### config.mk
export PLATFORM = sky130hd
export DESIGN_NAME = weight_fifo_in_ctrl
export DESIGN_NICKNAME = d
export VERILOG_FILES = /design/src/rtl/weight_fifo_in_ctrl.sv
export SDC_FILE = /design/constraint.sdc
export NUM_CORES = 1
export LEC_CHECK = 0
export BUFFER_PORTS_ARGS = -buffer_cell sky130_fd_sc_hd__buf_2
export CAP_MARGIN = 20
export CORE_AREA = 8 8 52 54
export DETAILED_ROUTE_END_ITERATION = 8
export DIE_AREA = 0 0 60 62
export GPL_TIMING_DRIVEN = 0
export PLACE_DENSITY = 0.78
export SETUP_SLACK_MARGIN = 0.5
export SLEW_MARGIN = 25
export SYNTH_ARGS = -nofsm -noshare
export SYNTH_HDL_FRONTEND = slang
export SYNTH_SLANG_ARGS = --single-unit
### constraint.sdc
create_clock -name clk_i -period 5.7 [get_ports clk_i]
set_input_delay 1.14 -clock clk_i [delete_from_list [all_inputs] [get_ports clk_i]]
set_output_delay 1.14 -clock clk_i [all_outputs]
set_load 0.005 [all_outputs]
### src/rtl/weight_fifo_in_ctrl.sv
`default_nettype none
// ============================================================================
// Module      : weight_fifo_in_ctrl
// Description : Write-side controller for the weight FIFO bank. Loads one
//               tile of SYS_ROW rows into FIFO_WIDTH parallel lanes, tracks
//               occupancy, and pulses out_en once a full tile is resident.
// Revision    : 1.0 - initial release
// ============================================================================
module weight_fifo_in_ctrl #(
  parameter int SYS_ROW    = 16,
  parameter int FIFO_WIDTH = 16,
  parameter int FIFO_DEPTH = 16
) (
  input  logic                          clk_i,
  input  logic                          rstn_i,
  input  logic                          start_i,
  input  logic                          in_valid_i,
  output logic                          in_ready_o,
  input  logic                          fifo_pop_i,
  output logic [FIFO_WIDTH-1:0]         fifo_wen_o,
  output logic [$clog2(FIFO_DEPTH):0]   occ_o,
  output logic                          full_o,
  output logic                          empty_o,
  output logic                          out_en_o,
  output logic                          busy_o,
  output logic                          err_o
);

  localparam int OCC_W = $clog2(FIFO_DEPTH) + 1;
  localparam int CNT_W = $clog2(SYS_ROW) + 1;

  localparam logic [OCC_W-1:0] DEPTH_V    = OCC_W'(FIFO_DEPTH);
  localparam logic [CNT_W-1:0] LAST_ROW_V = CNT_W'(SYS_ROW - 1);

  typedef enum logic [1:0] {
    S_IDLE   = 2'd0,
    S_FILL   = 2'd1,
    S_LOADED = 2'd2
  } state_t;

  state_t           state_q, state_d;
  logic [CNT_W-1:0] row_cnt_q, row_cnt_d;
  logic [OCC_W-1:0] occ_q, occ_d;
  logic             err_q, err_d;

  logic             push;
  logic             pop_eff;
  logic             in_ready;

  // Handshake and write-enable decode; a pop never frees a slot in the same cycle.
  always_comb begin
    in_ready = (state_q == S_FILL) && (occ_q < DEPTH_V);
    push     = (state_q == S_FILL) && in_valid_i && in_ready;
    pop_eff  = fifo_pop_i && (occ_q != '0);
  end

  // Next-state, row counter, occupancy and sticky error logic.
  always_comb begin
    state_d   = state_q;
    row_cnt_d = row_cnt_q;
    occ_d     = occ_q;
    err_d     = err_q;

    case (state_q)
      S_IDLE: begin
        if (start_i) begin
          state_d   = S_FILL;
          row_cnt_d = '0;
        end
      end
      S_FILL: begin
        if (push) begin
          if (row_cnt_q == LAST_ROW_V) begin
            state_d   = S_LOADED;
            row_cnt_d = '0;
          end else begin
            row_cnt_d = row_cnt_q + CNT_W'(1);
          end
        end
      end
      S_LOADED: begin
        // A start seen here is dropped; the source reissues it once idle.
        state_d = S_IDLE;
      end
      default: begin
        state_d   = S_IDLE;
        row_cnt_d = '0;
      end
    endcase

    case ({push, pop_eff})
      2'b10:   occ_d = occ_q + OCC_W'(1);
      2'b01:   occ_d = occ_q - OCC_W'(1);
      default: occ_d = occ_q;
    endcase

    // Protocol violations: start while busy, or pop from an empty FIFO.
    if ((start_i && (state_q != S_IDLE)) || (fifo_pop_i && (occ_q == '0))) begin
      err_d = 1'b1;
    end
  end

  // State registers with synchronous active-low reset.
  always_ff @(posedge clk_i) begin
    if (!rstn_i) begin
      state_q   <= S_IDLE;
      row_cnt_q <= '0;
      occ_q     <= '0;
      err_q     <= 1'b0;
    end else begin
      state_q   <= state_d;
      row_cnt_q <= row_cnt_d;
      occ_q     <= occ_d;
      err_q     <= err_d;
    end
  end

  // Output decode.
  always_comb begin
    in_ready_o = in_ready;
    fifo_wen_o = {FIFO_WIDTH{push}};
    occ_o      = occ_q;
    full_o     = (occ_q == DEPTH_V);
    empty_o    = (occ_q == '0);
    out_en_o   = (state_q == S_LOADED);
    busy_o     = (state_q != S_IDLE);
    err_o      = err_q;
  end

endmodule
`default_nettype wire

==> metrics <==
Port-buffer cells=31; Seq cells post-synth=13; Final GP Congestion=0.8055; final wirelength=2.257 mm; # hold bufs at CTS=0; Crit-path slowest cell=inv_1; Mapped Area=919.6 um2; root buf cell=clkbuf_4; initial DRC count=11; nature of the critical path endpoint=primary output; status=finished, final reports clean; crit path cell chain=buf_2 > nor2b_1 > nand2_1 > inv_1 > buf_4 > buf_2; Synth async-reset ratio=0; RSZ-0062 raised after global routing=false; cell accounting for the most synthesized area=dfxtp_1; TritonCTS clock tree=yes; H-tree depth=1; post-cts sizing count=0; crit path launch type=input pin; Hold Path Class=flip-flop to flip-flop; slew margin rel.=0.6740; clk slew on worst S/H paths=0.08 ns; switching power=between 0.00015 and 0.0002 W; sequential element share of the synthesized area=0.2830; M3 GR Usage=0.03086; Leakage=0.5773 nW; total gr overflow=0; Setup Viol. Count Final=0; CP dominant cell by count=buf_2; P&R area growth vs syn=23.40%; Max Clock Freq=293.4 MHz; VDD IR max=around 0.00020 V; ratio of cells with drive above 1 in the final layout=0.3576; Synth Flop Type=dfxtp_1; warnings from Yosys=0; First-pass DRT Iterations=4; number of flops mapped to enable cells by yosys=0; Mapped Cells=~120; Worst Tran Pin Value=0.4885 ns; Unique masters post-synth=39; Post-CTS Repair Setup Buffers=0; DR vias/cell=4.972; Antenna Nets Post-Route=0; worst slack, placed=2.298 ns; post-synth net total=roughly 130; crit-path max FO=18; clock buffer count from CTS=3; met1 Resource Use GR=0.1269; die area=3720 um2; vias in the first global route=between 800 and 900; # clock sinks=13; Detailed Place HPWL=1.817 mm; Crit Path Category=input pin to primary output; Final #Nets=between 150 and 200; Sequential Power Share=0.299; # IOs=32; largest net degree at the start of global routing=19; antenna violations before repair=0; Synth top cells by count=buf_4 (16), dfxtp_1 (13), nand2_1 (13); PD cells=roughly 400 nW/um2; Final Hold Fails=0; CP Data Arrival Time=between 2 and 2.5 ns; most frequent cell after synthesis=buf_4; num rows=16; Clock Path Buffers=2; design area=1135 um2; final worst slack=2.292 ns; via count=between 800 and 900; grt peak-use layer=met2; drc violations=0; Sw Share=0.4154; slowest stage delay, CP=~0.4 ns; starting density of the core=0.4836; Layout Skew=around 0.0024 ns; max-cap violations=0; Ant. Diodes=0; Core Region=1902 um2; final number of max-transition violations=0; global-route usage over all layers=0.1237; Final min period=3.408 ns; die height=62 um; Logic pwr share=0.575; Clk Latency, worst-skew pair=0.27 ns; die span in x=60 um; Worst EP required=4.56 ns; first-pass GRT wire length=3.560 mm; TNS Setup=0 ns; Placed Area=roughly 1100 um2; routed length per instance=approximately 13 um; Area contributors post-synth=dfxtp_1 (28%), buf_4 (13%), ha_1 (5.4%); syn_area_per_cell=7.928 um2; Clock power frac=0.126; P_int=roughly 0.00026 W; Yosys top cell area share=0.2830; grt met2 use=0.2369; period utilization=0.5980
logic make-up after synthesis:
family / after synthesis / synth area share
adder cells (fa/ha/maj): 4 / 0.05442
multiplexers: 3 / 0.03265
flip-flops: 13 / 0.2830
AO/OA/AOI/OAI: 21 / 0.1456
AND/OR/NAND/NOR: 47 / 0.2789
XOR/XNOR: 3 / 0.02858
buffers and inverters: 25 / 0.1769
layout by cell type (no fill, tap or decap), drive strengths merged, types with 4 or more instances in the layout:
master / instances
dfxtp: 13
nor2b: 4
ha: 4
buf: 49
nor2: 7
nand3: 5
o21ai: 4
inv: 5
nand2: 13
a21oi: 7
clkbuf: 6
sequential cells by signal (all words and copies together) (netlist names):
name / cells
occ_o: 5
state_q: 2
row_cnt_q: 5
err_o: 1
worst max-delay path, delay by kind of cell:
kind          cells  cell delay, ns
buf+inv           4            0.76
simple gates      2            0.37
final cells by class:
| class | instances | area (um2) |
|---|---|---|
| Inverter | 5 | 18.77 |
| Buffer | 20 | 143.9 |
| Fill cell | 180 | 767.0 |
| Tap cell | 27 | 33.78 |
| Timing Repair Buffer | 31 | 155.1 |
| Clock buffer | 4 | 26.28 |
| Sequential cell | 13 | 260.3 |
| Multi-Input combinational cell | 78 | 496.7 |
per-stage QoR:
step / util / hold slack [ns] / instances / power (W)
6_report: 0.5967 / 0.4663 / 178 / 0.0004526
5_1_grt: 0.5967 / 0.4809 / 178 / 0.0004939
4_1_cts: 0.5967 / 0.4635 / 178 / 0.0004585
3_5_place_dp: 0.5829 / 0.4514 / 174 / 0.0004008
3_3_place_gp: 0.5829 / 0.4330 / 174 / 0.0003894
2_1_floorplan: - / 0.4219 / 116 / 0.0003200
power by group through the flow:
| stage | registers [W] | logic [W] | clock network, W |
|---|---|---|---|
| after floorplan | 0.000133 | 0.000187 | 0 |
| after global placement | 0.000135 | 0.000254 | 0 |
| after detailed placement | 0.000137 | 0.000263 | 0 |
| after CTS | 0.000135 | 0.000264 | 0.0000591 |
| after global routing | 0.000139 | 0.000290 | 0.0000645 |
| final | 0.000135 | 0.000260 | 0.0000572 |
worst paths after layout:
kind,startpoint,to,slack (ns),depth (start not counted)
hold / removal,row_cnt_q[4],row_cnt_q[4],0.47,2
hold reg to reg,row_cnt_q[4],row_cnt_q[4],0.47,2
setup reg to reg,occ_o[1],occ_o[4],2.93,12
setup / recovery,in_valid_i,fifo_wen_o[1],2.29,6
layer usage:
metal	up-vias	routed length, um
li1	470	-
met3	2	89
met5	-	0
met2	14	1231
met1	399	921
met4	0	14
Power figures use the tool's default switching activity.
